$ cat config.mk
export PLATFORM = sky130hd
export DESIGN_NAME = serial_adder
export DESIGN_NICKNAME = d
export VERILOG_FILES = /design/src/rtl/serial_adder_pkg.sv /design/src/rtl/full_adder.sv /design/src/rtl/half_adder.sv /design/src/rtl/serial_adder.sv
export SDC_FILE = /design/constraint.sdc
export NUM_CORES = 1
export LEC_CHECK = 0
export ABC_CLOCK_PERIOD_IN_PS = 4800
export BUFFER_PORTS_ARGS = -buffer_cell sky130_fd_sc_hd__clkbuf_2
export CORE_MARGIN = 10
export CORE_UTILIZATION = 50
export CTS_CLUSTER_SIZE = 30
export DETAILED_ROUTE_END_ITERATION = 6
export PLACE_DENSITY = 0.74
export REMOVE_ABC_BUFFERS = 1
export SETUP_SLACK_MARGIN = 0.4
export SLEW_MARGIN = 20
export SYNTH_ARGS = -nofsm -noshare
export SYNTH_HDL_FRONTEND = slang
export SYNTH_HIERARCHICAL = 1
export SYNTH_SLANG_ARGS = --single-unit
$ cat constraint.sdc
create_clock -name clk -period 4.8 [get_ports clk]
set_input_delay 0.24 -clock clk [delete_from_list [all_inputs] [get_ports clk]]
set_output_delay 0.24 -clock clk [all_outputs]
set_load 0.01 [all_outputs]
$ cat src/rtl/serial_adder_pkg.sv
`default_nettype none
// ============================================================================
//  Module      : serial_adder_pkg
//  Description : Shared FSM state type and counter-width helper for the
//                bit-serial adder.
//  Revision    : 1.0 - initial release
// ============================================================================
package serial_adder_pkg;

    // Controller states of the bit-serial adder.
    typedef enum logic [1:0] {
        IDLE = 2'd0,
        RUN  = 2'd1,
        DONE = 2'd2
    } state_t;

    // Width of a counter that can represent every value 0..width.
    function automatic int cnt_width(input int width);
        return $clog2(width + 1);
    endfunction

endpackage
`default_nettype wire

$ cat src/rtl/full_adder.sv
`default_nettype none
// ============================================================================
//  Module      : full_adder
//  Description : Single-bit full adder built from two half adders and an OR.
//  Revision    : 1.0 - initial release
// ============================================================================
module full_adder (
    input  logic a,
    input  logic b,
    input  logic cin,
    output logic sum,
    output logic cout
);

    logic s0;
    logic c0;
    logic c1;

    half_adder u_ha0 (
        .a     (a),
        .b     (b),
        .sum   (s0),
        .carry (c0)
    );

    half_adder u_ha1 (
        .a     (s0),
        .b     (cin),
        .sum   (sum),
        .carry (c1)
    );

    // At most one of the two half-adder carries can be set.
    assign cout = c0 | c1;

endmodule
`default_nettype wire

$ cat src/rtl/half_adder.sv
`default_nettype none
// ============================================================================
//  Module      : half_adder
//  Description : Single-bit half adder (sum = a^b, carry = a&b).
//  Revision    : 1.0 - initial release
// ============================================================================
module half_adder (
    input  logic a,
    input  logic b,
    output logic sum,
    output logic carry
);

    assign sum   = a ^ b;
    assign carry = a & b;

endmodule
`default_nettype wire

$ cat src/rtl/serial_adder.sv
`default_nettype none
// ============================================================================
//  Module      : serial_adder
//  Description : Bit-serial WIDTH-bit adder. Operands are captured on an
//                accepted start, one bit is summed per RUN cycle through a
//                single full adder, and done pulses for one cycle when the
//                registered sum/cout are valid (latency WIDTH+1).
//  Options     : SERIAL_ADDER_SUB_EN - adds a 'sub' input; when set on start
//                the block computes a-b (cout=1 means no borrow).
//  Revision    : 1.0 - initial release
// ============================================================================
module serial_adder
    import serial_adder_pkg::*;
#(
    parameter int WIDTH = 32
) (
    input  logic             clk,
    input  logic             rst_n,
    input  logic             start,
    input  logic [WIDTH-1:0] a,
    input  logic [WIDTH-1:0] b,
`ifdef SERIAL_ADDER_SUB_EN
    input  logic             sub,
`endif
    output logic             busy,
    output logic             done,
    output logic [WIDTH-1:0] sum,
    output logic             cout
);

    localparam int                 CNT_W    = cnt_width(WIDTH);
    localparam logic [CNT_W-1:0]   LAST_BIT = CNT_W'(WIDTH - 1);

    state_t             state;
    state_t             state_next;
    logic [WIDTH-1:0]   a_sh;
    logic [WIDTH-1:0]   b_sh;
    logic               carry;
    logic [CNT_W-1:0]   cnt;
    logic               fa_sum;
    logic               fa_cout;
    logic [WIDTH-1:0]   b_load;
    logic               carry_load;

    // Select the b operand and initial carry loaded on start (add or subtract).
    always_comb begin
`ifdef SERIAL_ADDER_SUB_EN
        b_load     = sub ? ~b : b;
        carry_load = sub;
`else
        b_load     = b;
        carry_load = 1'b0;
`endif
    end

    full_adder u_fa (
        .a    (a_sh[0]),
        .b    (b_sh[0]),
        .cin  (carry),
        .sum  (fa_sum),
        .cout (fa_cout)
    );

    // State register.
    always_ff @(posedge clk or negedge rst_n) begin
        if (!rst_n) begin
            state <= IDLE;
        end else begin
            state <= state_next;
        end
    end

    // Next-state and status outputs; start is only honoured in IDLE.
    always_comb begin
        state_next = state;
        busy       = (state != IDLE);
        done       = (state == DONE);
        case (state)
            IDLE:    if (start) state_next = RUN;
            RUN:     if (cnt == LAST_BIT) state_next = DONE;
            DONE:    state_next = IDLE;
            default: state_next = IDLE;
        endcase
    end

    // Datapath: capture on start, then shift one bit per RUN cycle.
    always_ff @(posedge clk or negedge rst_n) begin
        if (!rst_n) begin
            a_sh  <= '0;
            b_sh  <= '0;
            carry <= 1'b0;
            cnt   <= '0;
            sum   <= '0;
            cout  <= 1'b0;
        end else begin
            case (state)
                IDLE: begin
                    if (start) begin
                        a_sh  <= a;
                        b_sh  <= b_load;
                        carry <= carry_load;
                        cnt   <= '0;
                        sum   <= '0;
                        cout  <= 1'b0;
                    end
                end
                RUN: begin
                    a_sh  <= a_sh >> 1;
                    b_sh  <= b_sh >> 1;
                    sum   <= {fa_sum, sum[WIDTH-1:1]};
                    carry <= fa_cout;
                    cnt   <= cnt + 1'b1;
                    // The carry out of the final bit becomes the visible cout.
                    if (cnt == LAST_BIT) begin
                        cout <= fa_cout;
                    end
                end
                default: begin
                end
            endcase
        end
    end

endmodule
`default_nettype wire

**Yosys cells after proc, flatten, opt, wreduce, memory -nomap -nowiden**

Cells that the tools add are included.

- Equal/unequal tests: 5
- Reductions and logical operators: 6
- Multiplexer cells: 15
- Add/subtract/negate cells: 1
- Bitwise operators: 5

Operators with widths:

| operator | count |
|---|---|
| $pmux 32 s2 | 3 |
| $mux 32 | 3 |
| $pmux 6 s2 | 1 |
| $add 6x1->6 const B | 1 |
| $eq 6x5->1 const B | 1 |
| $mux 6 | 1 |
| $mux 2 | 2 |
| $ne 2x2->1 const B | 2 |
| $pmux 1 s2 | 2 |
| $pmux 2 s2 | 1 |
| $reduce_and 2->1 | 2 |
| $reduce_bool 2->1 | 2 |
| $reduce_and 3->1 | 1 |
| $and 1x1->1 | 2 |
| $eq 2x1->1 const B | 1 |
| $eq 2x2->1 const B | 1 |
| $logic_not 2->1 | 1 |
| $mux 1 | 2 |
| $xor 1x1->1 | 2 |
| $or 1x1->1 | 1 |

- Output and inout port bits: 35
- Input bits: 67
- Flip-flop bits (word level): 106
- Word-level logic and storage cells: 39

**Logic depth before layout (Yosys ltp)**

Gate-level depths: netlist of the first run.

- Depth after elaboration: 5
- Mapped depth: 6
- Mapped depth without buffers: 6

**Hierarchy**

The synthesis of the first run kept the hierarchy.

By module, submodules not included:

| module | times used | area an instance (µm²) | cells each |
|---|---|---|---|
| serial_adder | 1 | 4,594.4 | 392 |
| half_adder | 2 | 12.5 | 1 |
| full_adder | 1 | 6.3 | 1 |

**Least setup slack after synthesis of the first run**

Ideal clock, no wire load.

- Path type: register -> register
- Start point: register a_sh[0]
- End point: register cout
- Path slack: 3,297 ps
- Buffers on the path: 0
- Clock period less this slack: 1,503 ps
- Setup time: 136 ps
- Stages on the path, launching flop included: 7
- Arrival time: 1,367 ps
- Cells stage by stage: dfrtp_1 -> ha_1 -> ha_1 -> or2_1 -> and4b_1 -> nand4_1 -> o211ai_1

- Longest elaborated chain between the ends: 5
- Elaborated cells between the ends (all ways): 6
- Those cells by class: 2 x mux; 4 x bitwise

RTL lines:

| what | RTL line | text |
|---|---|---|
| start: declaration | serial_adder.sv:36 | `logic [WIDTH-1:0] a_sh;` |
| start signal: assignment | serial_adder.sv:108 | `a_sh <= a_sh >> 1;` |
| $xor 1x1->1 | half_adder.sv:14 | `assign sum = a ^ b;` |
| net u_fa.s0 | full_adder.sv:15 | `logic s0;` |
| $and 1x1->1 | half_adder.sv:15 | `assign carry = a & b;` |
| net u_fa.c1 | full_adder.sv:17 | `logic c1;` |
| $or 1x1->1 | full_adder.sv:34 | `assign cout = c0 \| c1;` |
| net fa_cout | serial_adder.sv:41 | `logic fa_cout;` |
| $mux 1 | serial_adder.sv:114 | `if (cnt == LAST_BIT) begin` |
| $pmux 1 s2 | serial_adder.sv:96 | `case (state)` |
| end signal: assignment | serial_adder.sv:115 | `cout <= fa_cout;` |
| end: declaration | serial_adder.sv:28 | `output logic cout` |

The timed path passes the listed nets, and every way through them passes these cells. The select of a mux whose other input is x is not followed.
A chain may end at the register's enable or synchronous reset.

**Worst setup path after layout of the first run**

- Start point: register state[0]
- End point: register b_sh[1]

- Longest elaborated chain between the ends: 3
- Elaborated cells between the ends (all ways): 6
- Those cells by class: 2 x eq/ne; 1 x mux; 3 x reduce/logical

RTL lines:

| what | RTL line | text |
|---|---|---|
| start: declaration | serial_adder.sv:34 | `state_t state;` |
| start signal: assignment | serial_adder.sv:69 | `state <= state_next;` |
| $eq 2x1->1 / $logic_not 2->1 (equally long branches) | serial_adder.sv:96 |  |
| $reduce_bool 2->1 (no line) / $ne 2x2->1 (equally long branches) | -- |  |
| $reduce_and 2->1 (no line) | -- |  |
| end signal: assignment | serial_adder.sv:100 | `b_sh <= b_load;` |
| end signal: assignment | serial_adder.sv:109 | `b_sh <= b_sh >> 1;` |
| end: declaration | serial_adder.sv:37 | `logic [WIDTH-1:0] b_sh;` |

Parallel ways exist; a longest one is shown, timed or not.

==> reports/summary.log, run 1 <==
[timing] RSZ-0062 raised after global routing no
[timing] final setup violation count 0
[global_routing] overall routing resource usage 0.143
[cts] number of buffers on the longest clock path 2
[placed_design] half-perimeter wire length of the detailed placement result 6590 um
[cts] number of H-tree levels 3
[synth] register area share after synthesis 0.573
[detailed_routing] routed vias/inst 5.28
[critical_path] worst setup path category register to register
[critical_path] kind of end point of the critical path register
[synth] most area-consuming cells after synthesis dfrtp_1 57%, mux2i_1 14%, a22o_1 6.8%, o21ai_1 6.5%, nand2_1 5.6%
[detailed_routing] wire length on met3 713 um
[critical_path] required time of the worst setup path 4.99 ns
[global_routing] GRT overflow 0
[cells_and_area] count of filler cells inserted in the layout 788
[placed_design] Post-Place Cell Area 0.00509 mm2
[detailed_routing] Post-Route WL 9450 um
[synth] dominant register cell in the synthesized netlist dfrtp_1
[detailed_routing] Detailed Routing Iterations Pass 1 4
[cells_and_area] area grow syn2layout 14.9%
[cells_and_area] fin nets 554
[synth] asr flop ratio synth 1.00
[timing] final worst-path setup slack 2.99 ns
[synth] number of flops mapped to enable cells by yosys 0
[power] Int Power 1.68 mW
[critical_path] CP max FO 22
[cells_and_area] fraction of layout cells with a size suffix above 1 0.256
[detailed_routing] routed wire length on met2 4030 um
[floorplan] Ports 102
[power] largest voltage drop on the vdd net 0.000195 V
[synth] Cell variety after synth 28
[detailed_routing] average routed wire per standard cell 15.8 um
[floorplan] Starting Density 0.508
[timing] Fin. Hold Viols 0
[floorplan] die extent in y 116 um
[synth] post-synthesis average cell area 11.7 um2
[timing] upper clock frequency limit 552 MHz
[power] Tot Pwr 2.40 mW
[detailed_routing] met1 wire length 4600 um
[power] proportion of power drawn by the clock network 0.226
[hold_path] Hold Path Class input pin to register
[timing] slew at the pin with the worst max-slew slack 0.905 ns
[floorplan] Die ar. 0.0135 mm2
[critical_path] Critical Path Source Type register
[floorplan] core area 0.00911 mm2
[floorplan] Chip Width 116 um
[synth] number of standard cells after synthesis 395
[timing] fin. max-slew vios 0
[critical_path] data arrival time at the worst-slack endpoint 2.00 ns
[job] # Max-Cap Violations 0
[global_routing] global-route wire length before repair 15600 um
[cells_and_area] post-route design area 0.00532 mm2
[timing] time the worst path needs with I/O delays and setup 1.81 ns
[placed_design] port bufs 101
[timing] Total Neg Setup Slack 0 ns
[global_routing] maximum number of pins on one net before global-route repair 100
[timing] Min Hold Slack 0.101 ns
[timing] Rel. slew slack 0.397
[power] part of the power in combinational logic 0.227
[synth] proportion of netlist area held by the largest area contributor 0.573
[status] outcome finished clean
[cells_and_area] number of inserted diodes 0
[cts] Clock transition at path regs 0.09 ns
[power] part of the power in registers 0.546
[synth] commonest cells in the netlist 106 x dfrtp_1, 69 x nand2_1, 64 x mux2i_1
[detailed_routing] top layer in use met4
[power] leakage power total 2.86 nW
[detailed_routing] vias 3168
[cts] CTS Buf Count 9
[synth] netlist area before placement 0.00463 mm2
[detailed_routing] Detail Route Antenna Nets 0
[timing] Clock Skews 0.00942 ns
[synth] count of warnings emitted by yosys 6
[power] Cell Pwr Density 452 mW/mm2
[placed_design] post-placement setup slack 2.38 ns
[cts] CTS root buf clkbuf_8
[global_routing] number of antenna violations at the first check in global routing 0
[detailed_routing] violation count after the first detailed-route iteration 200
[floorplan] number of rows created at floorplan 35
[timing] crit share post-route 0.378
[placed_design] Placer Congestion 0.736
[power] fraction of power spent switching nets 0.299
[synth] flop and latch count out of synthesis 106
[synth] most frequent cell after synthesis dfrtp_1
[cts] clock tree from TritonCTS yes
[cts] clock latency on the worst-skew pair 0.36 ns
[detailed_routing] count of unresolved DRC violations after routing 0
[global_routing] vias in the first global route 3111
[power] switching power 0.719 mW
[synth] cell taking the most area after synthesis dfrtp_1
[cts] total clock sinks 106
==> layer usage <==
layer | vias up | track usage
met5 | - | 0
met4 | 0 | 0.0459
met3 | 9 | 0.0508
met2 | 86 | 0.204
met1 | 1504 | 0.199
li1 | 1569 | -
==> metrics by stage <==
| stage | cells | utilization |
|---|---|---|
| after CTS | 599 | 0.581 |
| after global placement | 582 | 0.559 |
| after floorplan | 365 | - |
| after global routing | 600 | 0.584 |
| final | 600 | 0.584 |
| after detailed placement | 582 | 0.559 |
==> repair_timing <==
action / in CTS / in global routing
buffers inserted: 0 / 0
hold buffers: 1 / 0
resized for setup: 0 / 0
hold endpoints to repair: 45 / 0
==> placed cells by master, fill, tap and decap left out, types with 2 or more instances in the layout <==
cell	Yosys	final
dfrtp_1	106	106
clkbuf_2	0	100
nand2_1	69	69
mux2i_1	64	64
o21ai_1	60	60
a22o_1	36	36
clkbuf_8	0	10
o21ai_0	7	7
buf_4	5	5
nand4_1	3	3
ha_1	3	3
nor3b_1	2	2
clkbuf_1	6	2
buf_12	6	2
==> kinds of logic (layout without fill, tap and decap cells) <==
logic type / count (synthesis) / count (layout) / synth area share
compound gates: 105 / 105 / 0.144
xor+xnor: 1 / 1 / 0.00189
fa+ha+maj: 3 / 3 / 0.00812
buf+inv: 31 / 125 / 0.0552
flops: 106 / 106 / 0.573
mux: 64 / 64 / 0.138
simple gates: 85 / 85 / 0.0790
==> power by group through the flow <==
stage	Sequential [mW]	Combinational [mW]	Clock, mW
floorplan	1.31	0.393	0
global route	1.35	0.625	0.595
detailed placement	1.33	0.557	0
CTS	1.31	0.556	0.561
finish	1.31	0.546	0.543
global placement	1.32	0.533	0
==> final cells by class <==
cell class / instances / area (um2) / area share
Clock buffer: 12 / 145 / 0.0273
Clock inverter: 4 / 51.3 / 0.00965
Inverter: 1 / 3.75 / 0.000706
Multi-Input combinational cell: 258 / 1740 / 0.327
Sequential cell: 106 / 2650 / 0.499
Tap cell: 111 / 139 / 0.0261
Timing Repair Buffer: 108 / 588 / 0.111
==> state kept, by name, indices dropped and copies added (netlist names) <==
register,count
a_sh,32
b_sh,32
sum,32
cnt,6
state,2
carry,1
cout,1
==> worst paths after layout <==
check | start | to | slack [ns] | depth (start not counted)
max | state[0]$_DFFE_PN0P_ | b_sh[1]$_DFFE_PN0P_ | 2.99 | 4
min | b[31] | b_sh[31]$_DFFE_PN0P_ | 0.10 | 2
max reg2reg | state[0]$_DFFE_PN0P_ | b_sh[1]$_DFFE_PN0P_ | 2.99 | 4
min reg2reg | b_sh[17]$_DFFE_PN0P_ | b_sh[17]$_DFFE_PN0P_ | 0.49 | 2
max in group asynchronous | rst_n | sum[2]$_DFFE_PN0P_ | 3.22 | 3
min in group asynchronous | rst_n | b_sh[7]$_DFFE_PN0P_ | 0.41 | 2
==> critical path: stages (launching register included) <==
cell,delay [ns]
dfrtp_1,0.48
nor2b_4,0.47
buf_4,0.38
mux2i_1,0.21
o21ai_0,0.10
Note: power is estimated with default switching activity, not from simulation.
==> run 2: changes to the inputs <==
ABC_AREA = 1   (was unset)
ABC_CLOCK_PERIOD_IN_PS = 1680   (was 4800)
PLACE_DENSITY = 0.75   (was 0.74)
clock period = 1.68 ns   (was 4.8 ns; I/O delays follow)
==> run 2 against run 1 <==
  * Die area fell by 1.5%
  * Wire length up 33%
  * Largest cell class unchanged
  * Hold slack worse by 0.096 ns
  * Setup slack worse by 2.6 ns
  * Critical path depth up 2
  * Via count rose by 24%
  * Non-clock buffer count up 24
  * First-iteration DRC count up 48%
  * Fmax increased by 43%
  * Critical path type unchanged
==> reports/summary.log, run 2 <==
[status] outcome finished clean [unchanged]
[power] largest voltage drop on the vdd net 0.000751 V [was 0.000195 V]
[critical_path] Critical Path Source Type register [unchanged]
[synth] flop and latch count out of synthesis 106 [unchanged]
[cts] Clock transition at path regs 0.09 ns [about the same]
[synth] cell taking the most area after synthesis dfrtp_1 [unchanged]
[synth] number of flops mapped to enable cells by yosys 0 [unchanged]
[detailed_routing] Post-Route WL 12600 um [was 9450 um]
[synth] count of warnings emitted by yosys 6 [unchanged]
[critical_path] required time of the worst setup path 1.94 ns [was 4.99 ns]
[timing] Fin. Hold Viols 0 [unchanged]
[timing] final setup violation count 0 [unchanged]
[cts] number of H-tree levels 3 [unchanged]
[timing] RSZ-0062 raised after global routing yes [was no]
[power] switching power 3.78 mW [was 0.719 mW]
[power] Cell Pwr Density 1720 mW/mm2 [was 452 mW/mm2]
[cells_and_area] area grow syn2layout 29.4% [was 14.9%]
[power] Int Power 6.32 mW [was 1.68 mW]
[global_routing] number of antenna violations at the first check in global routing 0 [unchanged]
[synth] post-synthesis average cell area 8.81 um2 [was 11.7 um2]
[critical_path] kind of end point of the critical path register [unchanged]
[floorplan] number of rows created at floorplan 34 [was 35]
[cts] clock tree from TritonCTS yes [unchanged]
[power] fraction of power spent switching nets 0.374 [was 0.299]
[synth] most frequent cell after synthesis dfrtp_1 [unchanged]
[cells_and_area] most used cells in the layout excluding fill and tap cells 105 x dfrtp_1, 100 x clkbuf_2, 90 x nand2_1 [was 106 x dfrtp_1, 100 x clkbuf_2, 69 x nand2_1]
[global_routing] maximum number of pins on one net before global-route repair 64 [was 100]
[timing] slew at the pin with the worst max-slew slack 0.349 ns [was 0.905 ns]
[cells_and_area] Util after Layout 0.671 [was 0.584]
[power] proportion of power drawn by the clock network 0.163 [was 0.226]
[detailed_routing] Detail Route Antenna Nets 0 [unchanged]
[synth] netlist area before placement 0.00454 mm2 [was 0.00463 mm2]
[cells_and_area] fraction of layout cells with a size suffix above 1 0.260 [was 0.256]
[timing] fin. max-slew vios 0 [unchanged]
[floorplan] Chip Width 115 um [was 116 um]
[floorplan] Starting Density 0.519 [was 0.508]
[placed_design] half-perimeter wire length of the detailed placement result 7370 um [was 6590 um]
[cts] CTS Buf Count 9 [unchanged]
[cells_and_area] number of inserted diodes 0 [unchanged]
[floorplan] Die ar. 0.0133 mm2 [was 0.0135 mm2]
[global_routing] overall routing resource usage 0.163 [was 0.143]
[synth] register area share after synthesis 0.584 [was 0.573]
[floorplan] die extent in y 115 um [was 116 um]
[critical_path] CP max FO 10 [was 22]
[cells_and_area] fin nets 697 [was 554]
[synth] number of standard cells after synthesis 516 [was 395]
[detailed_routing] vias 3914 [was 3168]
[synth] most area-consuming cells after synthesis dfrtp_1 58%, o21ai_0 7.5%, nand2_1 7.4%, a21oi_1 7.0%, nor2_1 5.8% [was dfrtp_1 57%, mux2i_1 14%, a22o_1 6.8%, o21ai_1 6.5%, nand2_1 5.6%]
[critical_path] data arrival time at the worst-slack endpoint 1.52 ns [was 2.00 ns]
[detailed_routing] Detailed Routing Iterations Pass 1 4 [unchanged]
[detailed_routing] average routed wire per standard cell 17.0 um [was 15.8 um]
[timing] time the worst path needs with I/O delays and setup 1.27 ns [was 1.81 ns]
[cells_and_area] most frequent standard cell in the layout excluding fill and tap cells dfrtp_1 [unchanged]
[global_routing] GRT overflow 0 [unchanged]
[power] part of the power in combinational logic 0.410 [was 0.227]
[job] # Max-Cap Violations 0 [unchanged]
[placed_design] Placer Congestion 0.750 [was 0.736]
[critical_path] worst setup path category register to register [unchanged]
[cts] clock latency on the worst-skew pair 0.37 ns [was 0.36 ns]
[critical_path] source of the critical timing path state[1]$_DFFE_PN0P_ [was state[0]$_DFFE_PN0P_]
[critical_path] destination of the critical timing path cout$_DFFE_PN0P_ [was b_sh[1]$_DFFE_PN0P_]
[global_routing] global-route wire length before repair 17800 um [was 15600 um]
[timing] crit share post-route 0.756 [was 0.378]
[critical_path] minimum setup slack among reg-to-reg paths 0.41 ns [was 2.99 ns]
[synth] proportion of netlist area held by the largest area contributor 0.584 [was 0.573]
[floorplan] Ports 102 [unchanged]
[synth] dominant register cell in the synthesized netlist dfrtp_1 [unchanged]
[cells_and_area] top flop regs a_sh x32, b_sh x32, sum x32 [unchanged]
[detailed_routing] routed vias/inst 5.30 [was 5.28]
[placed_design] port bufs 101 [unchanged]
[timing] Clock Skews 0.0213 ns [was 0.00942 ns]
[synth] commonest cells in the netlist 106 x dfrtp_1, 90 x nand2_1, 70 x nor2_1 [was 106 x dfrtp_1, 69 x nand2_1, 64 x mux2i_1]
[synth] Cell variety after synth 19 [was 28]
[detailed_routing] count of unresolved DRC violations after routing 0 [unchanged]
[critical_path] Register-to-Register Path Depth 6 [was 4]
[detailed_routing] violation count after the first detailed-route iteration 295 [was 200]
[power] part of the power in registers 0.427 [was 0.546]
[cts] CTS root buf clkbuf_8 [unchanged]
[power] leakage power total 2.93 nW [was 2.86 nW]
[hold_path] Hold Path Class input pin to register [unchanged]
[cts] total clock sinks 106 [unchanged]
[floorplan] core area 0.00876 mm2 [was 0.00911 mm2]
[critical_path] endpoint of the lowest-slack register-to-register path cout$_DFFE_PN0P_ [was b_sh[1]$_DFFE_PN0P_]
[cts] number of buffers on the longest clock path 2 [unchanged]
[synth] asr flop ratio synth 1.00 [unchanged]
[timing] upper clock frequency limit 788 MHz [was 552 MHz]
[power] Tot Pwr 10.1 mW [was 2.40 mW]
[global_routing] vias in the first global route 3726 [was 3111]
[timing] Rel. slew slack 0.767 [was 0.397]
[critical_path] reg-to-reg startpoint state[1]$_DFFE_PN0P_ [was state[0]$_DFFE_PN0P_]
-- run 2: repair_timing --
item,4_1_cts,5_1_grt
pin swaps,1,3
gates resized for setup,13,55
gates cloned,0,10
buffers inserted,0,8
hold buffers,3,0
endpoints found under the hold margin,81,0
endpoints found under the setup margin,83,94
-- run 2: worst min path at each step --
stage | startpoint | end | slack, ns | cells after the start
2_1_floorplan | rst_n | a_sh[0]$_DFFE_PN0P_ | -0.21 | 0
3_3_place_gp | rst_n | b_sh[28]$_DFFE_PN0P_ | -0.02 | 1
3_5_place_dp | rst_n | b_sh[27]$_DFFE_PN0P_ | -0.01 | 1
4_1_cts | b[10] | b_sh[10]$_DFFE_PN0P_ | 0.008 | 3
5_1_grt | b[18] | b_sh[18]$_DFFE_PN0P_ | 0.004 | 3
6_report | a[22] | a_sh[22]$_DFFE_PN0P_ | 0.005 | 3
-- run 2: kinds of logic after synthesis --
logic type,after synthesis,share of synthesized area
compound gates,164,0.190
fa+ha+maj,3,0.00826
flops,106,0.584
buf+inv,76,0.0752
simple gates,167,0.143
-- run 2: layer usage --
metal / up-vias / GRT usage / routed length, um / part of all wire
li1: 1918 / - / - / -
met1: 1856 / 0.201 / 5090 / 0.41
met2: 117 / 0.273 / 6440 / 0.51
met3: 23 / 0.0396 / 752 / 0.060
met4: 0 / 0.0553 / 271 / 0.022
met5: - / 0 / 0 / 0
-- run 2: layout make-up --
type,instances,area [um2]
fillers,712,2880
flip-flops and latches,106,2650
multi-input cells,335,1670
repair buffers,132,1050
inverters,43,171
clock buffers,12,155
well taps,108,135
clock inverters,3,47.5
-- run 2: stage by stage --
| stage | instance area, um2 | hold slack (ns) | setup WS, ns | TNS [ns] | cells |
|---|---|---|---|---|---|
| after detailed placement | 5160 | -0.00988 | 0.292 | 0 | 703 |
| after global routing | 5880 | 0.00429 | 0.320 | 0 | 739 |
| final | 5880 | 0.00465 | 0.410 | 0 | 739 |
| after global placement | 5160 | -0.0202 | 0.369 | 0 | 703 |
| after floorplan | 4360 | -0.212 | -0.671 | -44.69 | 483 |
| after CTS | 5450 | 0.00817 | 0.383 | 0 | 721 |
-- run 2: power groups by stage --
| stage | logic, mW | clock network [mW] | registers [mW] |
|---|---|---|---|
| after floorplan | 2.06 | 0 | 4.37 |
| after global placement | 3.24 | 0 | 4.29 |
| after detailed placement | 3.37 | 0 | 4.33 |
| after CTS | 3.46 | 1.66 | 4.30 |
| after global routing | 4.60 | 1.76 | 4.45 |
| final | 4.14 | 1.65 | 4.31 |
-- run 2: worst max-delay path, stage by stage, from the launching register on --
cell and delay, ns:
dfrtp_1 0.42, inv_4 0.13, nand2_8 0.11, buf_12 0.17, o21bai_2 0.20, nand3_1 0.07
nand2_1 0.06
==> run 3: changes to the inputs <==
ABC_CLOCK_PERIOD_IN_PS = 1100   (was 1680)
CORE_UTILIZATION = 49   (was 50)
PLACE_DENSITY = 0.76   (was 0.75)
clock period = 1.1 ns   (was 1.68 ns; I/O delays follow)
==> run 3 against run 2 <==
  * The flow now finishes with violations (negative hold slack, negative setup slack)
  * Cell area is 13% higher
  * Register-to-register slack got worse by 0.59 ns
  * Clock skew shrank 0.0087 ns
  * Critical path type unchanged
  * Largest cell class unchanged
  * Largest power group is now combinational cells
==> reports/summary.log, run 3 (same netlist as run 2, synthesis figures left out) <==
[cts] CTS root buf clkbuf_8 [unchanged]
[timing] time the worst path needs with I/O delays and setup 1.28 ns [was 1.27 ns]
[placed_design] port bufs 101 [unchanged]
[cts] total clock sinks 106 [unchanged]
[cts] clock tree from TritonCTS yes [unchanged]
[floorplan] die extent in y 116 um [was 115 um]
[power] leakage power total 3.20 nW [was 2.93 nW]
[detailed_routing] average routed wire per standard cell 16.8 um [was 17.0 um]
[placed_design] Placer Congestion 0.808 [was 0.750]
[placed_design] post-placement setup slack -0.140 ns [was 0.292 ns]
[cells_and_area] fraction of layout cells with a size suffix above 1 0.330 [was 0.260]
[floorplan] Chip Width 116 um [was 115 um]
[cts] Clock transition at path regs 0.11 ns [was 0.09 ns]
[cts] number of H-tree levels 3 [unchanged]
[critical_path] Crit path top cell by count nand2_8
[status] outcome complete, but fails checks [was finished clean]
[detailed_routing] Detailed Routing Iterations Pass 1 5 [was 4]
[detailed_routing] routed vias/inst 5.46 [was 5.30]
[cells_and_area] area grow syn2layout 46.6% [was 29.4%]
[cells_and_area] most frequent standard cell in the layout excluding fill and tap cells dfrtp_1 [unchanged]
[power] largest voltage drop on the vdd net 0.00127 V [was 0.000751 V]
[timing] Fin. Hold Viols 3 [was 0]
[critical_path] Largest stage delay, worst path 0.42 ns [about the same]
[critical_path] CP max FO 11 [was 10]
[placed_design] half-perimeter wire length of the detailed placement result 7690 um [was 7370 um]
[global_routing] maximum number of pins on one net before global-route repair 63 [was 64]
[timing] crit share post-route 1.16 [was 0.756]
[floorplan] Ports 102 [unchanged]
[timing] RSZ-0062 raised after global routing yes [unchanged]
[status] violations in the final reports negative hold slack, negative setup slack
[critical_path] data arrival time at the worst-slack endpoint 1.56 ns [was 1.52 ns]
[cells_and_area] most used cells in the layout excluding fill and tap cells 105 x dfrtp_1, 89 x clkbuf_2, 82 x nand2_1 [was 105 x dfrtp_1, 100 x clkbuf_2, 90 x nand2_1]
[timing] final worst-path setup slack -0.175 ns [was 0.410 ns]
[floorplan] Die ar. 0.0135 mm2 [was 0.0133 mm2]
[critical_path] Critical Path, Cell by Cell inv_4 > nand2_8 > nand2_8 > clkbuf_16 > nor2_1 > a21oi_1 [was inv_4 > nand2_8 > buf_12 > o21bai_2 > nand3_1 > nand2_1]
[timing] Rel. slew slack 0.835 [was 0.767]
[detailed_routing] Post-Route WL 13400 um [was 12600 um]
[cells_and_area] number of inserted diodes 0 [unchanged]
[hold_path] Hold Path Class input pin to register [unchanged]
[cts] number of buffers on the longest clock path 2 [unchanged]
[detailed_routing] vias 4363 [was 3914]
[critical_path] delay-heaviest family, CP flip-flops [unchanged]
[cts] clock latency on the worst-skew pair 0.37 ns [about the same]
[global_routing] vias in the first global route 4146 [was 3726]
[detailed_routing] violation count after the first detailed-route iteration 390 [was 295]
[floorplan] Starting Density 0.497 [was 0.519]
[timing] upper clock frequency limit 784 MHz [was 788 MHz]
[detailed_routing] Detail Route Antenna Nets 0 [unchanged]
[critical_path] Register-to-Register Path Depth 6 [unchanged]
[critical_path] worst setup path category register to register [unchanged]
[detailed_routing] count of unresolved DRC violations after routing 0 [unchanged]
[timing] final setup violation count 107 [was 0]
[floorplan] number of rows created at floorplan 35 [was 34]
[power] Cell Pwr Density 2460 mW/mm2 [was 1720 mW/mm2]
[global_routing] number of antenna violations at the first check in global routing 0 [unchanged]
[critical_path] kind of end point of the critical path register [unchanged]
[critical_path] Critical Path Source Type register [unchanged]
[job] # Max-Cap Violations 0 [unchanged]
[global_routing] GRT overflow 0 [unchanged]
[timing] Clock Skews 0.0125 ns [was 0.0213 ns]
[critical_path] required time of the worst setup path 1.39 ns [was 1.94 ns]
[cells_and_area] top flop regs a_sh x32, b_sh x32, sum x32 [unchanged]
[critical_path] standard cell with the maximum stage delay on the critical path dfrtp_1 [unchanged]
[timing] Min Hold Slack -0.0144 ns [was 0.00465 ns]
[cts] CTS Buf Count 9 [unchanged]
[global_routing] overall routing resource usage 0.180 [was 0.163]
[cells_and_area] fin nets 753 [was 697]
[critical_path] critical path buffer and inverter count 2 [unchanged]
[global_routing] global-route wire length before repair 19600 um [was 17800 um]
[floorplan] core area 0.00915 mm2 [was 0.00876 mm2]
[critical_path] Stages on worst setup path 6 [unchanged]
[hold_path] number of cells traversed by the worst hold path 3 [unchanged]
[timing] fin. max-slew vios 0 [unchanged]
[timing] slew at the pin with the worst max-slew slack 0.246 ns [was 0.349 ns]
==> run 3: stage by stage <==
step,util,TNS [ns],cells,cell area (um2),power [mW]
2_1_floorplan,-,-104.81,483,4360,9.82
3_3_place_gp,0.581,-6.22,719,5320,11.8
3_5_place_dp,0.581,-8.78,719,5320,12.1
4_1_cts,0.665,-10.01,786,6080,14.8
5_1_grt,0.728,-17.87,799,6660,17.6
6_report,0.728,-11.58,799,6660,16.4
==> run 3: area by class of cell <==
cell class | instances | area, um2
flip-flops and latches | 106 | 2650
fillers | 614 | 2490
multi-input cells | 335 | 1900
repair buffers | 188 | 1620
inverters | 43 | 176
well taps | 111 | 139
clock buffers | 9 | 124
clock inverters | 7 | 52.6
==> run 3: worst reg2reg max path: stages (launching register included) <==
cell and delay (ns):
dfrtp_1 0.42, inv_4 0.11, nand2_8 0.12, nand2_8 0.16
clkbuf_16 0.18, nor2_1 0.04, a21oi_1 0.17
==> run 3: metal layers <==
layer  wire (um)  track usage
met1        5350        0.221
met2        6830        0.294
met3         767       0.0334
met4         445       0.0934
met5           0            0
==> run 3: repair_timing <==
item | in CTS | in global routing
cloned | 1 | 6
pin swaps | 8 | 4
endpoints found under the setup margin | 141 | 155
hold buffers | 47 | 1
resized for setup | 20 | 130
buffers inserted | 3 | 6
hold endpoints to repair | 152 | 1
==> run 3: path summary, 6_finish.rpt <==
check | from | to | slack (ns)
min reg2reg | b_sh[31]$_DFFE_PN0P_ | b_sh[31]$_DFFE_PN0P_ | 0.49
max in group asynchronous | rst_n | state[0]$_DFFE_PN0P_ | 0.53
max | state[1]$_DFFE_PN0P_ | a_sh[20]$_DFFE_PN0P_ | -0.18
min | a[6] | a_sh[6]$_DFFE_PN0P_ | -0.01
max reg2reg | state[1]$_DFFE_PN0P_ | a_sh[20]$_DFFE_PN0P_ | -0.18
min in group asynchronous | rst_n | a_sh[8]$_DFFE_PN0P_ | 0.08
==> run 3: power breakdown <==
part           internal [mW]  switching, mW  leakage (nW)
Combinational           3.53           3.99          1.77
Sequential              5.62           1.07          1.35
Clock                  0.840           1.37        0.0900
Total                   9.99           6.43          3.20
